File: config.mk
export PLATFORM = sky130hd
export DESIGN_NAME = sc_ctrl_flat
export DESIGN_NICKNAME = d
export VERILOG_FILES = /design/src/rtl/sc_ctrl_if.sv /design/src/rtl/sc_ctrl.sv /design/src/flat_wrapper.sv
export SDC_FILE = /design/constraint.sdc
export NUM_CORES = 1
export LEC_CHECK = 0
export CORE_MARGIN = 5
export CORE_UTILIZATION = 40
export DETAILED_ROUTE_END_ITERATION = 6
export GPL_ROUTABILITY_DRIVEN = 1
export HOLD_SLACK_MARGIN = 0.05
export PLACE_DENSITY_LB_ADDON = 0.15
export SLEW_MARGIN = 20
export SYNTH_ARGS = -nofsm -noshare
export SYNTH_HDL_FRONTEND = slang
export SYNTH_SLANG_ARGS = --single-unit
File: constraint.sdc
create_clock -name clk -period 2.1 [get_ports clk]
set_input_delay 0.525 -clock clk [delete_from_list [all_inputs] [get_ports clk]]
set_output_delay 0.525 -clock clk [all_outputs]
set_load 0.03 [all_outputs]
File: src/rtl/sc_ctrl_if.sv
// sc_ctrl_if: groups the sequencing commands, the counter feedback and the
// status outputs that pass between the test/sequence logic, the sc counter
// and the sc_ctrl stage. The master side drives commands and counter
// feedback. The slave side is the controller itself.
interface sc_ctrl_if #(
  parameter int ROUND_W = 8
) ();

  logic               start;
  logic               stop;
  logic [2:0]         cnt_in;
  logic               cnt_err;
  logic               ctr_rst;
  logic               busy;
  logic               round_done;
  logic [ROUND_W-1:0] rounds;
  logic               fault;
  logic [1:0]         fault_code;

  modport master (
    output start, stop, cnt_in, cnt_err,
    input  ctr_rst, busy, round_done, rounds, fault, fault_code
  );

  modport slave (
    input  start, stop, cnt_in, cnt_err,
    output ctr_rst, busy, round_done, rounds, fault, fault_code
  );

endinterface

File: src/rtl/sc_ctrl.sv
// sc_ctrl: control/monitor stage for the 3-bit saturating counter sc.
// It runs a programmable number of rounds. In each round the counter counts
// up from 0 to MAX_CNT, dwells at saturation for HOLD_CYCLES cycles, and is
// then cleared for one cycle. Every count value is checked against the
// legal sequence. A counter error or an out-of-sequence value parks the
// controller in a sticky FAULT state, which only a new start leaves.
module sc_ctrl #(
  parameter int MAX_CNT     = 5,
  parameter int HOLD_CYCLES = 2,
  parameter int NUM_ROUNDS  = 4,
  parameter int ROUND_W     = 8
) (
  input logic     clk,
  input logic     rst_n,
  sc_ctrl_if.slave bus
);

  typedef enum logic [2:0] {
    IDLE,
    RUN,
    HOLD,
    CLEAR,
    FAULT
  } state_t;

  localparam logic [2:0]         MAX_VAL       = 3'(MAX_CNT);
  localparam logic [3:0]         HOLD_LOAD     = 4'(HOLD_CYCLES - 1);
  localparam logic [ROUND_W-1:0] ROUNDS_TARGET = ROUND_W'(NUM_ROUNDS);
  localparam logic [1:0]         CODE_NONE     = 2'b00;
  localparam logic [1:0]         CODE_ERR      = 2'b01;
  localparam logic [1:0]         CODE_SEQ      = 2'b10;

  state_t             state;
  state_t             state_nxt;
  logic               first_q;
  logic [2:0]         prev_q;
  logic [3:0]         hold_cnt;
  logic [3:0]         hold_cnt_nxt;
  logic [ROUND_W-1:0] rounds_q;
  logic [ROUND_W-1:0] rounds_nxt;
  logic [1:0]         code_q;
  logic [1:0]         code_nxt;

  logic [2:0]         expected;
  logic [ROUND_W-1:0] rounds_inc;

  // The first RUN cycle after entry must see 0. Every later cycle must see
  // the previous value plus one.
  assign expected   = first_q ? 3'd0 : prev_q + 3'd1;

  // The completed-round count sticks at all-ones instead of wrapping.
  assign rounds_inc = (&rounds_q) ? rounds_q : rounds_q + 1'b1;

  // State, dwell counter, round count and fault code registers.
  always_ff @(posedge clk or negedge rst_n) begin
    if (!rst_n) begin
      state    <= IDLE;
      hold_cnt <= 4'd0;
      rounds_q <= '0;
      code_q   <= CODE_NONE;
    end else begin
      state    <= state_nxt;
      hold_cnt <= hold_cnt_nxt;
      rounds_q <= rounds_nxt;
      code_q   <= code_nxt;
    end
  end

  // Sequence-tracking registers. first_q marks the first cycle spent in RUN
  // after arriving from any other state. prev_q delays the count input by
  // one cycle.
  always_ff @(posedge clk or negedge rst_n) begin
    if (!rst_n) begin
      first_q <= 1'b1;
      prev_q  <= 3'd0;
    end else begin
      first_q <= (state != RUN);
      prev_q  <= bus.cnt_in;
    end
  end

  // Next-state logic. In the active states stop outranks any fault, and a
  // counter error outranks a sequence mismatch.
  always_comb begin
    state_nxt    = state;
    hold_cnt_nxt = hold_cnt;
    rounds_nxt   = rounds_q;
    code_nxt     = code_q;
    unique case (state)
      IDLE: begin
        if (bus.start && !bus.stop) begin
          state_nxt  = RUN;
          rounds_nxt = '0;
        end
      end
      RUN: begin
        if (bus.stop) begin
          state_nxt = IDLE;
        end else if (bus.cnt_err) begin
          state_nxt = FAULT;
          code_nxt  = CODE_ERR;
        end else if (bus.cnt_in != expected) begin
          state_nxt = FAULT;
          code_nxt  = CODE_SEQ;
        end else if (bus.cnt_in == MAX_VAL) begin
          state_nxt    = HOLD;
          hold_cnt_nxt = HOLD_LOAD;
        end
      end
      HOLD: begin
        if (bus.stop) begin
          state_nxt = IDLE;
        end else if (bus.cnt_err) begin
          state_nxt = FAULT;
          code_nxt  = CODE_ERR;
        end else if (bus.cnt_in != MAX_VAL) begin
          state_nxt = FAULT;
          code_nxt  = CODE_SEQ;
        end else if (hold_cnt == 4'd0) begin
          state_nxt = CLEAR;
        end else begin
          hold_cnt_nxt = hold_cnt - 4'd1;
        end
      end
      CLEAR: begin
        rounds_nxt = rounds_inc;
        if (bus.stop) begin
          state_nxt = IDLE;
        end else if (bus.cnt_err) begin
          state_nxt = FAULT;
          code_nxt  = CODE_ERR;
        end else if (rounds_inc == ROUNDS_TARGET) begin
          state_nxt = IDLE;
        end else begin
          state_nxt = RUN;
        end
      end
      FAULT: begin
        if (bus.start && !bus.stop) begin
          state_nxt  = RUN;
          code_nxt   = CODE_NONE;
          rounds_nxt = '0;
        end
      end
      default: begin
        state_nxt = IDLE;
      end
    endcase
  end

  assign bus.ctr_rst    = (state == IDLE) || (state == CLEAR) || (state == FAULT);
  assign bus.busy       = (state == RUN) || (state == HOLD) || (state == CLEAR);
  assign bus.round_done = (state == CLEAR);
  assign bus.rounds     = rounds_q;
  assign bus.fault      = (state == FAULT);
  assign bus.fault_code = code_q;

endmodule

File: src/flat_wrapper.sv
// flat-port wrapper written by rule: the top's interface ports become plain ports
module sc_ctrl_flat 
#(
  parameter int MAX_CNT     = 5,
  parameter int HOLD_CYCLES = 2,
  parameter int NUM_ROUNDS  = 4,
  parameter int ROUND_W     = 8
)
  (clk, rst_n, bus_start, bus_stop, bus_cnt_in, bus_cnt_err, bus_ctr_rst, bus_busy, bus_round_done, bus_rounds, bus_fault, bus_fault_code);
  sc_ctrl_if #(.ROUND_W(ROUND_W)) bus_i ();
  input logic clk;
  input logic rst_n;
  input wire logic [$bits(bus_i.start)-1:0] bus_start;
  input wire logic [$bits(bus_i.stop)-1:0] bus_stop;
  input wire logic [$bits(bus_i.cnt_in)-1:0] bus_cnt_in;
  input wire logic [$bits(bus_i.cnt_err)-1:0] bus_cnt_err;
  output wire logic [$bits(bus_i.ctr_rst)-1:0] bus_ctr_rst;
  output wire logic [$bits(bus_i.busy)-1:0] bus_busy;
  output wire logic [$bits(bus_i.round_done)-1:0] bus_round_done;
  output wire logic [$bits(bus_i.rounds)-1:0] bus_rounds;
  output wire logic [$bits(bus_i.fault)-1:0] bus_fault;
  output wire logic [$bits(bus_i.fault_code)-1:0] bus_fault_code;
  assign bus_i.start = bus_start;
  assign bus_i.stop = bus_stop;
  assign bus_i.cnt_in = bus_cnt_in;
  assign bus_i.cnt_err = bus_cnt_err;
  assign bus_ctr_rst = bus_i.ctr_rst;
  assign bus_busy = bus_i.busy;
  assign bus_round_done = bus_i.round_done;
  assign bus_rounds = bus_i.rounds;
  assign bus_fault = bus_i.fault;
  assign bus_fault_code = bus_i.fault_code;
  sc_ctrl #(.MAX_CNT(MAX_CNT), .HOLD_CYCLES(HOLD_CYCLES), .NUM_ROUNDS(NUM_ROUNDS), .ROUND_W(ROUND_W)) u_core (.clk(clk), .rst_n(rst_n), .bus(bus_i));
endmodule
# Yosys cells after proc, flatten, opt, wreduce, memory -nomap -nowiden
# Cells that the tools add are included.
[word_totals]
in_bits = 8
reg_bits = 21
out_inout_bits = 14
elab_cells = 87
[classes]
n_addsub = 3
muxes = 36
reduce_logical = 17
n_eq_ne = 25
[op_table]
columns = ["op", "count"]
rows = [
  ["$mux 3", 12],
  ["$mux 4", 8],
  ["$mux 2", 9],
  ["$ne 2x2->1 const B", 9],
  ["$mux 8", 2],
  ["$pmux 8 s2", 1],
  ["$reduce_and 8->1", 2],
  ["$pmux 3 s4", 1],
  ["$ne 5x3->1 const B", 2],
  ["$reduce_and 9->1", 1],
  ["$add 8x1->8 const B", 1],
  ["$eq 8x3->1 const B", 1],
  ["$pmux 2 s4", 1],
  ["$pmux 4 s2", 1],
  ["$eq 3x2->1 const B", 2],
  ["$eq 3x3->1 const B", 2],
  ["$ne 2x1->1 const B", 3],
  ["$ne 3x2->1 const B", 2],
  ["$logic_not 4->1", 1],
  ["$logic_or 1x1->1", 4],
  ["$reduce_bool 2->1", 2],
  ["$reduce_bool 4->1", 1],
  ["$sub 4x1->4 const B", 1],
  ["$add 3x1->3 const B", 1],
  ["other kinds (11)", 11],
]

# Logic depth before layout (Yosys ltp)
# Gate-level depths: netlist of run 1.
[depth]
depth_word = 7
mapped_depth = 7
ltp_nobuf = 7

# Least setup slack after synthesis of run 1
# Ideal clock, no wire load.
[synth_timing]
path_kind = "register to register"
startpoint = "register u_core.state[0]"
endpoint = "register u_core.code_q[0], in the netlist u_core.bus.fault_code[0]"
path_slack_ns = 0.172
synth_period_minus_slack_ns = 1.928
arrival_time_ns = 1.791
stages_incl_launch_ff = 6
cell_sequence = "dfrtp_1 buf_2 nor3_1 a21oi_1 o21ai_0 o311ai_1"
[synth_between]
elab_chain_cells = 3
word_cells_on_any_way = 14
[synth_rtl]
columns = ["item", "line", "rtl"]
rows = [
  ["start: declaration", "sc_ctrl.sv:33", "state_t state;"],
  ["start signal: assignment", "sc_ctrl.sv:62", "state <= state_nxt;"],
  ["$eq 3x3->1 (*)", "n/a", ""],
  ["via bus_fault", "flat_wrapper.sv:21", "output wire logic [$bits(bus_i.fault)-1:0] bus_fault;"],
  ["$ne 2x1->1 (no source line) or $reduce_bool 4->1 (tied branches)", "n/a", ""],
  ["$reduce_and 8->1 (no source line)", "n/a", ""],
  ["end signal: assignment", "sc_ctrl.sv:65", "code_q <= code_nxt;"],
  ["end: declaration", "sc_ctrl.sv:41", "logic [1:0] code_q;"],
]
# Mark *: on every way through the listed nets, which the timed path passes. The rest lies on a longest branch.
# A chain may end at the register's enable or synchronous reset.

# Worst setup path in the final report of run 1
[layout_timing]
startpoint = "register u_core.rounds_q[7], in the netlist u_core.bus.rounds[7]"
endpoint = "output bus_rounds[7]"
[layout_lines]
columns = ["item", "line", "rtl"]
rows = [
  ["start: declaration", "sc_ctrl.sv:39", "logic [ROUND_W-1:0] rounds_q;"],
  ["start signal: assignment", "sc_ctrl.sv:64", "rounds_q <= rounds_nxt;"],
  ["end: declaration", "flat_wrapper.sv:20", "output wire logic [$bits(bus_i.rounds)-1:0] bus_rounds;"],
]
# No word-level cell between the ends.

==> flow_results.xml, run 1 <==
<?xml version="1.0" encoding="UTF-8"?>
<metrics>
  <group name="critical_path">
    <metric name="crit_path_cell_trace" unit="">clkdlybuf4s50_1</metric>
    <metric name="worst-endpoint-required" unit="ns">1.57</metric>
    <metric name="crit_path_top_delay_cell" unit="">sky130_fd_sc_hd__clkdlybuf4s50_1</metric>
    <metric name="end_kind" unit="">output pin</metric>
    <metric name="worstPathBufferInverterCount" unit="">1</metric>
    <metric name="worst_ep_arrival_time" unit="ns">1.49</metric>
    <metric name="critPathKind" unit="">flop to output pin</metric>
    <metric name="timing.critical_path.max_delay_family" unit="">buffers and inverters</metric>
    <metric name="worst_path_max_stage_delay" unit="ns">0.71</metric>
    <metric name="timing.critical_path.from_type" unit="">flop</metric>
    <metric name="critical_path_peak_fanout" unit="">8</metric>
  </group>
  <group name="floorplan">
    <metric name="row_count" unit="">21</metric>
    <metric name="die_area" unit="mm2">0.00463</metric>
    <metric name="chipWidth" unit="um">68.0</metric>
    <metric name="design.portCount" unit="">22</metric>
    <metric name="core_area" unit="mm2">0.00328</metric>
    <metric name="die_h" unit="um">68.0</metric>
    <metric name="effective_utilization_at_floorplan" unit="%">41.0</metric>
  </group>
  <group name="synth">
    <metric name="postSynthNetCount" unit="">166</metric>
    <metric name="synth_seq_cells" unit="">21</metric>
    <metric name="synthDominantCellAreaShare" unit="%">37.2</metric>
    <metric name="syn_inst" unit="">154</metric>
    <metric name="edff_count_synth" unit="">0</metric>
    <metric name="synthesis.area_per_instance" unit="um2">8.74</metric>
    <metric name="synth.most_common_cell" unit="">sky130_fd_sc_hd__dfrtp_1</metric>
    <metric name="synth_top_flop_cell" unit="">sky130_fd_sc_hd__dfrtp_1</metric>
    <metric name="yosys-top-cells-area" unit="">sky130_fd_sc_hd__dfrtp_1 37%, sky130_fd_sc_hd__nand3_1 4.1%, sky130_fd_sc_hd__a21oi_1 3.7%, sky130_fd_sc_hd__ha_1 3.7%, sky130_fd_sc_hd__nor3_1 3.7%</metric>
    <metric name="synth.lib_cells_used.distinct" unit="">47</metric>
    <metric name="synth-async-reset-ratio" unit="%">100</metric>
    <metric name="mappedNetlistArea" unit="mm2">0.00135</metric>
    <metric name="synth-warning-count" unit="">0</metric>
    <metric name="synth.largest_area_cell" unit="">sky130_fd_sc_hd__dfrtp_1</metric>
    <metric name="synth_commonest_cells" unit="">20 x sky130_fd_sc_hd__dfrtp_1, 13 x sky130_fd_sc_hd__nor2_1, 12 x sky130_fd_sc_hd__inv_1</metric>
    <metric name="synth-seq-area-share" unit="%">39.1</metric>
  </group>
  <group name="sta">
    <metric name="setup_viol_count_final" unit="">0</metric>
    <metric name="clock_skew" unit="ns">0.0103</metric>
    <metric name="normalized_max_slew_margin" unit="%">63.6</metric>
    <metric name="period_share" unit="%">96.1</metric>
    <metric name="tns" unit="ns">0</metric>
    <metric name="report.final.slew_viol_count" unit="">0</metric>
    <metric name="period_minus_slack" unit="ns">2.02</metric>
    <metric name="max_freq" unit="GHz">0.495</metric>
    <metric name="finalHoldViolCount" unit="">0</metric>
    <metric name="worst-slew-pin-transition" unit="ns">0.544</metric>
    <metric name="grt_setup_unrepaired" unit="">no</metric>
    <metric name="least_setup_slack_across_all_paths_after_layout" unit="ns">0.0818</metric>
  </group>
  <group name="route">
    <metric name="routed_via_density" unit="">5.48</metric>
    <metric name="route.detailed.wl_per_inst" unit="um">13.8</metric>
    <metric name="route.detailed.drc" unit="">0</metric>
    <metric name="drt-initial-drc-count" unit="">52</metric>
    <metric name="route.final.wire_length" unit="um">3260</metric>
    <metric name="drt_first_pass_iters" unit="">4</metric>
    <metric name="via_count" unit="">1299</metric>
    <metric name="drt.antenna.violating_nets" unit="">0</metric>
  </group>
  <group name="global_routing">
    <metric name="grt_util_met1" unit="%">21.7</metric>
    <metric name="grt_antenna_before_repair" unit="">0</metric>
    <metric name="grt_use_met2" unit="%">25.9</metric>
    <metric name="grt_max_degree" unit="">16</metric>
    <metric name="vias_in_the_first_global_route" unit="">1261</metric>
    <metric name="grt.total_usage" unit="%">16.1</metric>
    <metric name="grt_most_used_layer" unit="">met2</metric>
    <metric name="gr-usage-met3" unit="%">4.27</metric>
    <metric name="grt_first_pass_wirelength" unit="um">5780</metric>
    <metric name="total_overflow_reported_by_the_global_router" unit="">0</metric>
  </group>
  <group name="placed_design">
    <metric name="dp_hpwl" unit="um">2540</metric>
    <metric name="portBuffers" unit="">21</metric>
    <metric name="preCtsSetupSlack" unit="ns">-0.178</metric>
    <metric name="globalplace.congestion" unit="">0.848</metric>
  </group>
  <group name="power_and_ir_drop">
    <metric name="power.leakage" unit="nW">0.779</metric>
    <metric name="power_per_cell_area" unit="mW/mm2">468</metric>
    <metric name="vdd.ir_drop.worst" unit="mV">0.387</metric>
  </group>
  <group name="final_layout">
    <metric name="num-nets-final" unit="">204</metric>
    <metric name="num_antenna_cells" unit="">0</metric>
    <metric name="finish.utilization" unit="%">53.6</metric>
    <metric name="layout-drive-gt1-share" unit="%">19.4</metric>
    <metric name="layout_overhead_on_the_synthesized_area" unit="%">30.7</metric>
  </group>
  <group name="cts">
    <metric name="clock_path_buffers" unit="">2</metric>
    <metric name="insertion_delay" unit="ns">0.31</metric>
    <metric name="cts_buffers" unit="">3</metric>
    <metric name="worst_setup_hold_path_clk_slew" unit="ns">0.13</metric>
    <metric name="cts.sinks" unit="">21</metric>
    <metric name="clk_root_buffer_cell" unit="">sky130_fd_sc_hd__clkbuf_4</metric>
    <metric name="cts.htree.levels" unit="">1</metric>
    <metric name="tritoncts" unit="">built</metric>
  </group>
  <group name="min_path">
    <metric name="worstHoldPathType" unit="">input pin to async pin</metric>
  </group>
  <group name="run">
    <metric name="drv_cap" unit="">0</metric>
  </group>
  <group name="run_status">
    <metric name="status" unit="">completed</metric>
  </group>
</metrics>
-- cells in the final DEF (no fill, tap or decap), drive strengths merged, types with 3 or more instances in the layout --
master         count
buf               21
dfrtp             20
clkdlybuf4s50     15
nor2              13
inv               12
nand2             12
nand3             11
nor3              11
a21oi             10
o21ai              9
xnor2              4
ha                 4
a31oi              3
clkbuf             3
-- power by group --
| group | switching, W | internal (W) | total, W |
|---|---|---|---|
| logic | 0.0000982 | 0.0000832 | 0.000181 |
| registers | 0.0000193 | 0.000423 | 0.000442 |
| clock network | 0.000128 | 0.0000711 | 0.000199 |
| total | 0.000245 | 0.000577 | 0.000823 |
-- final timing paths --
path,startpoint,to,slack [ns],cells after the start
min in group clk,u_core.hold_cnt[1],u_core.hold_cnt[1],0.56,1
worst max register to register,u_core.prev_q[0],u_core.hold_cnt[1],0.16,7
worst max-delay path,u_core.bus.rounds[7],bus_rounds[7],0.08,1
max in group asynchronous,rst_n,u_core.state[1],1.03,2
worst min register to register,u_core.hold_cnt[1],u_core.hold_cnt[1],0.56,1
worst min-delay path,rst_n,u_core.prev_q[1],0.51,1
-- per-layer routing --
metal  share of wire (%)  vias to the layer above
li1                    -                      642
met1                  48                      625
met2                  47                       30
met3                 4.5                        2
met4                0.70                        0
met5                   0                        -
-- layout make-up --
cell class                 count  area [um2]
fill                         306        1530
multi-input combinational    116         772
sequential                    21         528
timing repair buffer          38         329
tap                           46        57.6
inverter                      12        45.0
clock buffer                   3        22.5
clock inverter                 1        5.00
-- cell families after synthesis --
family          Yosys count  share of synthesized area (%)
compound gates           40                           20.2
xor+xnor                  6                           3.90
fa+ha+maj                 4                           3.72
buf+inv                  17                           5.95
flops                    21                           39.1
mux                       1                          0.744
simple gates             65                           26.4
-- worst reg2reg max path: stages (launching register included) --
cell                      delay (ns)
sky130_fd_sc_hd__dfrtp_1        0.47
sky130_fd_sc_hd__ha_4           0.28
sky130_fd_sc_hd__nor4b_2        0.27
sky130_fd_sc_hd__a31oi_1        0.09
sky130_fd_sc_hd__o32ai_2        0.21
sky130_fd_sc_hd__a41o_1         0.25
sky130_fd_sc_hd__nand2_2        0.07
sky130_fd_sc_hd__a22o_1         0.22
-- flip-flops by register name, summed over array words and instances (netlist names) --
name	cells
u_core.hold_cnt	4
u_core.state	3
u_core.bus.fault_code	2
u_core.bus.rounds	8
u_core.prev_q	3
u_core.first_q	1
-- per-stage QoR --
stage	power (W)	std cells	instance area, um2	hold WS, ns
after floorplan	0.000532	154	1350	0.229
after global placement	0.000619	232	1690	0.511
after detailed placement	0.000622	232	1690	0.534
after CTS	0.000820	236	1720	0.520
after global routing	0.000868	237	1760	0.531
final	0.000823	237	1760	0.513
-- repair_timing --
| item | 4_1_cts | 5_1_grt |
|---|---|---|
| setup endpoints to repair | 1 | 10 |
| buffers inserted | 0 | 1 |
| hold buffers | 0 | 0 |
| pin swaps | 0 | 4 |
| resized for setup | 1 | 6 |
Note: power is estimated with default switching activity, not from simulation.
==> run 2: changes to the inputs <==
--- a/config.mk
+++ b/config.mk
@@ -5,6 +5,8 @@
 export SDC_FILE = /design/constraint.sdc
 export NUM_CORES = 1
 export LEC_CHECK = 0
+export ABC_AREA = 1
+export CORE_ASPECT_RATIO = 0.8
 export CORE_MARGIN = 5
 export CORE_UTILIZATION = 40
 export DETAILED_ROUTE_END_ITERATION = 6
==> run 2 against run 1 <==
  * First-iteration DRC count rose to 2.8 times the previous value
  * Clock skew down 0.0045 ns
  * Fmax up 1.8%
  * Synthesized area up 5.7%
  * Utilization down 0.56 points
  * Setup slack better by 0.036 ns
  * Critical path type unchanged
==> flow_results.xml, run 2 <==
<?xml version="1.0" encoding="UTF-8"?>
<metrics>
  <group name="run_status">
    <metric name="status" unit="">completed</metric>
  </group>
  <group name="floorplan">
    <metric name="chipWidth" unit="um">76.7</metric>
    <metric name="die_area" unit="mm2">0.00486</metric>
    <metric name="core_area" unit="mm2">0.00342</metric>
    <metric name="design.portCount" unit="">22</metric>
    <metric name="row_count" unit="">19</metric>
    <metric name="effective_utilization_at_floorplan" unit="%">41.6</metric>
    <metric name="die_h" unit="um">63.3</metric>
  </group>
  <group name="global_routing">
    <metric name="grt_antenna_before_repair" unit="">0</metric>
    <metric name="grt.total_usage" unit="%">14.5</metric>
    <metric name="total_overflow_reported_by_the_global_router" unit="">0</metric>
    <metric name="vias_in_the_first_global_route" unit="">1262</metric>
    <metric name="grt_max_degree" unit="">22</metric>
    <metric name="grt_first_pass_wirelength" unit="um">5800</metric>
  </group>
  <group name="sta">
    <metric name="report.final.slew_viol_count" unit="">0</metric>
    <metric name="max_freq" unit="GHz">0.505</metric>
    <metric name="normalized_max_slew_margin" unit="%">77.1</metric>
    <metric name="worst-slew-pin-transition" unit="ns">0.343</metric>
    <metric name="finalHoldViolCount" unit="">0</metric>
    <metric name="tns" unit="ns">0</metric>
    <metric name="clock_skew" unit="ns">0.00580</metric>
    <metric name="period_share" unit="%">94.4</metric>
    <metric name="period_minus_slack" unit="ns">1.98</metric>
    <metric name="grt_setup_unrepaired" unit="">no</metric>
    <metric name="setup_viol_count_final" unit="">0</metric>
  </group>
  <group name="route">
    <metric name="drt.antenna.violating_nets" unit="">0</metric>
    <metric name="drt_first_pass_iters" unit="">4</metric>
    <metric name="route.final.wire_length" unit="um">3320</metric>
    <metric name="routed.top_layer" unit="">met4</metric>
    <metric name="m1_wl" unit="um">1810</metric>
    <metric name="route.detailed.drc" unit="">0</metric>
    <metric name="routed-wl-met3" unit="um">219</metric>
    <metric name="via_count" unit="">1391</metric>
    <metric name="drt-initial-drc-count" unit="">147</metric>
    <metric name="routed_via_density" unit="">4.88</metric>
    <metric name="routed_wire_length_on_met2" unit="um">1280</metric>
    <metric name="route.detailed.wl_per_inst" unit="um">11.7</metric>
  </group>
  <group name="final_layout">
    <metric name="finish.instance_area" unit="mm2">0.00181</metric>
    <metric name="num_antenna_cells" unit="">0</metric>
    <metric name="finish.cell_count_without_fillers" unit="">285</metric>
    <metric name="num-nets-final" unit="">256</metric>
    <metric name="layout_overhead_on_the_synthesized_area" unit="%">27.5</metric>
    <metric name="commonest_non_fill_non_tap_cell_in_the_layout" unit="">sky130_fd_sc_hd__nand2_1</metric>
    <metric name="layout.filler_cells" unit="">326</metric>
    <metric name="layout_common_cells" unit="">54 x sky130_fd_sc_hd__nand2_1, 27 x sky130_fd_sc_hd__inv_1, 23 x sky130_fd_sc_hd__nand3_1</metric>
    <metric name="largest_register_ff_count" unit="">8</metric>
    <metric name="layout-drive-gt1-share" unit="%">16.9</metric>
  </group>
  <group name="cts">
    <metric name="tritoncts" unit="">built</metric>
    <metric name="clock_path_buffers" unit="">2</metric>
    <metric name="cts.htree.levels" unit="">1</metric>
    <metric name="cts.sinks" unit="">21</metric>
    <metric name="worst_setup_hold_path_clk_slew" unit="ns">0.08</metric>
    <metric name="ctsHoldBuffers" unit="">0</metric>
    <metric name="insertion_delay" unit="ns">0.27</metric>
    <metric name="clk_root_buffer_cell" unit="">sky130_fd_sc_hd__clkbuf_8</metric>
    <metric name="cts_buffers" unit="">3</metric>
  </group>
  <group name="critical_path">
    <metric name="timing.critical_path.from_type" unit="">flop</metric>
    <metric name="critical_path_peak_fanout" unit="">9</metric>
    <metric name="end_kind" unit="">output pin</metric>
    <metric name="worst_ep_arrival_time" unit="ns">1.46</metric>
    <metric name="worst-endpoint-required" unit="ns">1.57</metric>
    <metric name="critPathKind" unit="">flop to output pin</metric>
  </group>
  <group name="placed_design">
    <metric name="dp_hpwl" unit="um">2550</metric>
    <metric name="dp_cells" unit="">281</metric>
    <metric name="portBuffers" unit="">21</metric>
    <metric name="dpl_cell_area" unit="mm2">0.00177</metric>
    <metric name="globalplace.congestion" unit="">0.761</metric>
  </group>
  <group name="synth">
    <metric name="synth.most_common_cell" unit="">sky130_fd_sc_hd__nand2_1</metric>
    <metric name="synth-warning-count" unit="">0</metric>
    <metric name="synth_seq_cells" unit="">21</metric>
    <metric name="synth-seq-area-share" unit="%">37.0</metric>
    <metric name="synth.lib_cells_used.distinct" unit="">23</metric>
    <metric name="edff_count_synth" unit="">0</metric>
    <metric name="synthesis.area_per_instance" unit="um2">6.91</metric>
    <metric name="postSynthNetCount" unit="">218</metric>
    <metric name="mappedNetlistArea" unit="mm2">0.00142</metric>
    <metric name="yosys-top-cells-area" unit="">sky130_fd_sc_hd__dfrtp_1 35%, sky130_fd_sc_hd__nand2_1 14%, sky130_fd_sc_hd__nand3_1 8.1%, sky130_fd_sc_hd__inv_1 7.1%, sky130_fd_sc_hd__nor2_1 5.8%</metric>
    <metric name="synth_commonest_cells" unit="">54 x sky130_fd_sc_hd__nand2_1, 27 x sky130_fd_sc_hd__inv_1, 23 x sky130_fd_sc_hd__nand3_1</metric>
    <metric name="syn_inst" unit="">206</metric>
    <metric name="synth_top_flop_cell" unit="">sky130_fd_sc_hd__dfrtp_1</metric>
    <metric name="synthDominantCellAreaShare" unit="%">35.2</metric>
    <metric name="synth.largest_area_cell" unit="">sky130_fd_sc_hd__dfrtp_1</metric>
    <metric name="synth-async-reset-ratio" unit="%">100</metric>
  </group>
  <group name="run">
    <metric name="drv_cap" unit="">0</metric>
  </group>
  <group name="power_and_ir_drop">
    <metric name="vdd.ir_drop.worst" unit="mV">0.445</metric>
    <metric name="report.power.total" unit="W">0.00146</metric>
    <metric name="power.leakage" unit="nW">0.868</metric>
    <metric name="power_per_cell_area" unit="mW/mm2">807</metric>
  </group>
  <group name="min_path">
    <metric name="worstHoldPathType" unit="">flop to flop</metric>
  </group>
</metrics>
[run 2: power by group]
| group | internal [W] | leakage, nW | total [W] | switching [W] |
|---|---|---|---|---|
| sequential | 0.000484 | 0.272 | 0.000528 | 0.0000441 |
| clock | 0.000135 | 0.0228 | 0.000273 | 0.000138 |
| combinational | 0.000251 | 0.572 | 0.000663 | 0.000411 |
| total | 0.000871 | 0.868 | 0.00146 | 0.000593 |
[run 2: per-stage QoR]
stage | worst slack, ns | util [%] | hold WS, ns
detailed placement | 0.00973 | 51.8 | 0.486
global placement | 0.0662 | 51.8 | 0.478
CTS | 0.105 | 53.0 | 0.505
global route | 0.00763 | 53.0 | 0.524
finish | 0.118 | 53.0 | 0.494
floorplan | 0.382 | - | 0.229
[run 2: path summary, 6_finish.rpt]
path / from / to / slack, ns / cells after the start
worst max register to register: u_core.bus.rounds[1] / u_core.state[0] / 0.40 / 12
worst max-delay path: u_core.state[0] / bus_ctr_rst / 0.12 / 7
worst min-delay path: u_core.bus.fault_code[1] / u_core.bus.fault_code[1] / 0.49 / 2
worst min register to register: u_core.bus.fault_code[1] / u_core.bus.fault_code[1] / 0.49 / 2
max in group asynchronous: rst_n / u_core.first_q / 1.22 / 2
min in group asynchronous: rst_n / u_core.bus.rounds[3] / 0.60 / 2
[run 2: layout make-up]
| type | count | area [um2] | area share [%] |
|---|---|---|---|
| clock buffers | 4 | 45.0 | 2.48 |
| repair buffers | 33 | 294 | 16.2 |
| flip-flops and latches | 21 | 527 | 29.0 |
| inverters | 36 | 135 | 7.45 |
| well taps | 42 | 52.6 | 2.90 |
| multi-input cells | 149 | 761 | 41.9 |
[run 2: kinds of logic after synthesis]
group	after synthesis	synth area share, %
and+or+nand+nor	116	36.9
buffers and inverters	36	9.50
AOI/OAI and AO/OA	28	12.4
DFF	21	37.0
adders and majority gates	4	3.52
xor gates and xnor gates	1	0.616
[run 2: layer usage]
metal	vias up	GRT usage (%)
met5	-	0
met1	613	22.5
met3	2	4.42
li1	739	-
met2	37	19.1
met4	0	3.28
[run 2: repair_timing]
item | CTS | global route
gates resized for setup | 3 | 0
buffers inserted | 0 | 0
endpoints found under the setup margin | 3 | 0
[run 2: critical path: stages (launching register included)]
cell,delay (ns)
sky130_fd_sc_hd__dfrtp_1,0.39
sky130_fd_sc_hd__buf_4,0.15
sky130_fd_sc_hd__inv_2,0.08
sky130_fd_sc_hd__nor2_4,0.04
sky130_fd_sc_hd__buf_4,0.16
sky130_fd_sc_hd__inv_2,0.14
sky130_fd_sc_hd__nand2_1,0.06
sky130_fd_sc_hd__buf_4,0.17
==> run 3: changes to the inputs <==
--- a/config.mk
+++ b/config.mk
@@ -8,7 +8,7 @@
 export ABC_AREA = 1
 export CORE_ASPECT_RATIO = 0.8
 export CORE_MARGIN = 5
-export CORE_UTILIZATION = 40
+export CORE_UTILIZATION = 45
 export DETAILED_ROUTE_END_ITERATION = 6
 export GPL_ROUTABILITY_DRIVEN = 1
 export HOLD_SLACK_MARGIN = 0.05
==> run 3 against run 2 <==
  * Power shrank 1.7%
  * Combinational power shrank 4.7%
  * Largest power group unchanged
  * Clock skew shrank 0.0046 ns
  * Final area shrank 1.6%
  * Sequential cell count is the same
  * Clock power is essentially flat
  * Critical path depth is the same
  * Count of clock-buffer cells in the layout is the same
  * Global-route usage grew 2.9 points
==> flow_results.xml, run 3 (synthesis gave the netlist of run 2 again) <==
<?xml version="1.0" encoding="UTF-8"?>
<metrics>
  <group name="global_routing">
    <metric name="vias_in_the_first_global_route" unit="">1264</metric>
    <metric name="grt.total_usage" unit="%">17.3</metric>
    <metric name="grt_antenna_before_repair" unit="">0</metric>
    <metric name="grt_max_degree" unit="">22</metric>
    <metric name="grt_first_pass_wirelength" unit="um">5840</metric>
    <metric name="total_overflow_reported_by_the_global_router" unit="">0</metric>
  </group>
  <group name="critical_path">
    <metric name="worstPathBufferInverterCount" unit="">4</metric>
    <metric name="critPathKind" unit="">flop to output pin</metric>
    <metric name="worst-endpoint-required" unit="ns">1.57</metric>
    <metric name="worst_path_max_stage_delay" unit="ns">0.39</metric>
    <metric name="crit_path_top_delay_cell" unit="">sky130_fd_sc_hd__dfrtp_1</metric>
    <metric name="timing.critical_path.max_delay_family" unit="">buffers and inverters</metric>
    <metric name="timing.critical_path.from_type" unit="">flop</metric>
    <metric name="critical_path_peak_fanout" unit="">9</metric>
    <metric name="cp_common_cell" unit="">sky130_fd_sc_hd__buf_4</metric>
    <metric name="worst_r2r_endpoint" unit="">u_core.hold_cnt[2]</metric>
    <metric name="crit_path_cell_trace" unit="">buf_4, nand2_1, nor2_4, buf_4, inv_2, nand2_1, buf_4</metric>
    <metric name="end_kind" unit="">output pin</metric>
    <metric name="internal_reg_to_reg_setup_slack" unit="ns">0.40</metric>
    <metric name="reg2reg_from" unit="">u_core.prev_q[0]</metric>
    <metric name="worst_ep_arrival_time" unit="ns">1.49</metric>
    <metric name="worst-r2r-cell-count" unit="">9</metric>
  </group>
  <group name="sta">
    <metric name="setup_viol_count_final" unit="">0</metric>
    <metric name="normalized_max_slew_margin" unit="%">76.8</metric>
    <metric name="period_share" unit="%">96.1</metric>
    <metric name="max_freq" unit="GHz">0.495</metric>
    <metric name="grt_setup_unrepaired" unit="">no</metric>
    <metric name="finalHoldViolCount" unit="">0</metric>
    <metric name="worst-slew-pin-transition" unit="ns">0.348</metric>
    <metric name="report.final.slew_viol_count" unit="">0</metric>
    <metric name="period_minus_slack" unit="ns">2.02</metric>
    <metric name="tns" unit="ns">0</metric>
    <metric name="clock_skew" unit="ns">0.00117</metric>
  </group>
  <group name="floorplan">
    <metric name="die_area" unit="mm2">0.00439</metric>
    <metric name="core_area" unit="mm2">0.00306</metric>
    <metric name="design.portCount" unit="">22</metric>
    <metric name="effective_utilization_at_floorplan" unit="%">46.4</metric>
    <metric name="row_count" unit="">18</metric>
    <metric name="chipWidth" unit="um">72.9</metric>
    <metric name="die_h" unit="um">60.3</metric>
  </group>
  <group name="route">
    <metric name="route.detailed.wl_per_inst" unit="um">11.8</metric>
    <metric name="via_count" unit="">1425</metric>
    <metric name="route.final.wire_length" unit="um">3310</metric>
    <metric name="routed_via_density" unit="">5.09</metric>
    <metric name="route.detailed.drc" unit="">0</metric>
    <metric name="drt.antenna.violating_nets" unit="">0</metric>
    <metric name="drt-initial-drc-count" unit="">118</metric>
    <metric name="drt_first_pass_iters" unit="">4</metric>
  </group>
  <group name="power_and_ir_drop">
    <metric name="power.leakage" unit="nW">0.850</metric>
    <metric name="power_per_cell_area" unit="mW/mm2">806</metric>
    <metric name="vdd.ir_drop.worst" unit="mV">0.460</metric>
  </group>
  <group name="final_layout">
    <metric name="largest_register_ff_count" unit="">8</metric>
    <metric name="layout-drive-gt1-share" unit="%">16.3</metric>
    <metric name="commonest_non_fill_non_tap_cell_in_the_layout" unit="">sky130_fd_sc_hd__nand2_1</metric>
    <metric name="finish.utilization" unit="%">58.3</metric>
    <metric name="layout_overhead_on_the_synthesized_area" unit="%">25.5</metric>
    <metric name="num-nets-final" unit="">253</metric>
    <metric name="layout_common_cells" unit="">54 x sky130_fd_sc_hd__nand2_1, 27 x sky130_fd_sc_hd__inv_1, 23 x sky130_fd_sc_hd__nand3_1</metric>
    <metric name="num_antenna_cells" unit="">0</metric>
    <metric name="finish.instance_area" unit="mm2">0.00179</metric>
    <metric name="layout.filler_cells" unit="">313</metric>
  </group>
  <group name="cts">
    <metric name="cts.sinks" unit="">21</metric>
    <metric name="clk_root_buffer_cell" unit="">sky130_fd_sc_hd__clkbuf_8</metric>
    <metric name="cts_post_setup_buffers_inserted" unit="">0</metric>
    <metric name="cts_buffers" unit="">3</metric>
    <metric name="worst_setup_hold_path_clk_slew" unit="ns">0.08</metric>
    <metric name="insertion_delay" unit="ns">0.26</metric>
    <metric name="tritoncts" unit="">built</metric>
    <metric name="cts.htree.levels" unit="">1</metric>
    <metric name="clock_path_buffers" unit="">2</metric>
  </group>
  <group name="run">
    <metric name="drv_cap" unit="">0</metric>
  </group>
  <group name="placed_design">
    <metric name="portBuffers" unit="">21</metric>
    <metric name="dpl_cell_area" unit="mm2">0.00175</metric>
    <metric name="dp_hpwl" unit="um">2620</metric>
    <metric name="globalplace.congestion" unit="">0.858</metric>
  </group>
  <group name="min_path">
    <metric name="worst_hold_path.num_cells" unit="">2</metric>
    <metric name="holdCritStartpoint" unit="">u_core.bus.fault_code[0]</metric>
    <metric name="timing.hold.worst_endpoint" unit="">u_core.bus.fault_code[0]</metric>
    <metric name="worstHoldPathType" unit="">flop to flop</metric>
  </group>
  <group name="run_status">
    <metric name="status" unit="">completed</metric>
  </group>
</metrics>
[run 3: repair_timing]
action	CTS	global route
endpoints found under the setup margin	3	1
cloned	0	0
resized for setup	3	2
hold buffers	0	0
[run 3: layout make-up]
cell class,instances,area (um2),share of cell area [%]
inverters,36,135,7.57
multi-input cells,149,761,42.6
well taps,40,50.0,2.80
flip-flops and latches,21,527,29.5
clock buffers,4,45.0,2.52
repair buffers,30,268,15.0
[run 3: metrics by stage]
step / setup slack [ns] / std cells / hold WS, ns / power (W)
after floorplan: 0.382 / 206 / 0.229 / 0.000969
after global placement: 0.0668 / 276 / 0.479 / 0.00118
after detailed placement: 0.00118 / 276 / 0.479 / 0.00119
after CTS: 0.0467 / 280 / 0.499 / 0.00146
after global routing: 0.00487 / 280 / 0.537 / 0.00156
final: 0.0818 / 280 / 0.494 / 0.00144
[run 3: routing by layer]
| layer | wire length [um] | GRT usage, % | up-vias | share of wire (%) |
|---|---|---|---|---|
| li1 | - | - | 737 | - |
| met1 | 1660 | 25.0 | 646 | 50 |
| met2 | 1400 | 25.8 | 40 | 42 |
| met3 | 227 | 4.03 | 2 | 6.8 |
| met4 | 24 | 4.74 | 0 | 0.72 |
| met5 | 0 | 0 | - | 0 |
[run 3: power breakdown]
part,switching (W),total [W],internal (W)
clock,0.000135,0.000270,0.000135
sequential,0.0000530,0.000537,0.000484
combinational,0.000404,0.000632,0.000228
[run 3: worst max-delay path by stage]
stage | from | endpoint | slack (ns) | cells after the start
finish | u_core.state[1] | bus_ctr_rst | 0.08 | 7
global route | u_core.state[2] | bus_ctr_rst | 0.005 | 7
CTS | u_core.state[0] | bus_fault | 0.05 | 4
detailed placement | bus_cnt_in[2] | u_core.hold_cnt[2] | 0.001 | 8
global placement | bus_cnt_in[2] | u_core.hold_cnt[2] | 0.07 | 8
floorplan | u_core.state[2] | bus_ctr_rst | 0.38 | 5
[run 3: worst min-delay path: cells and delay by family, from the launching register on]
family,cells,cell delay [ns]
flip-flops,1,0.35
AO/OA/AOI/OAI,1,0.06
AND/OR/NAND/NOR,1,0.05
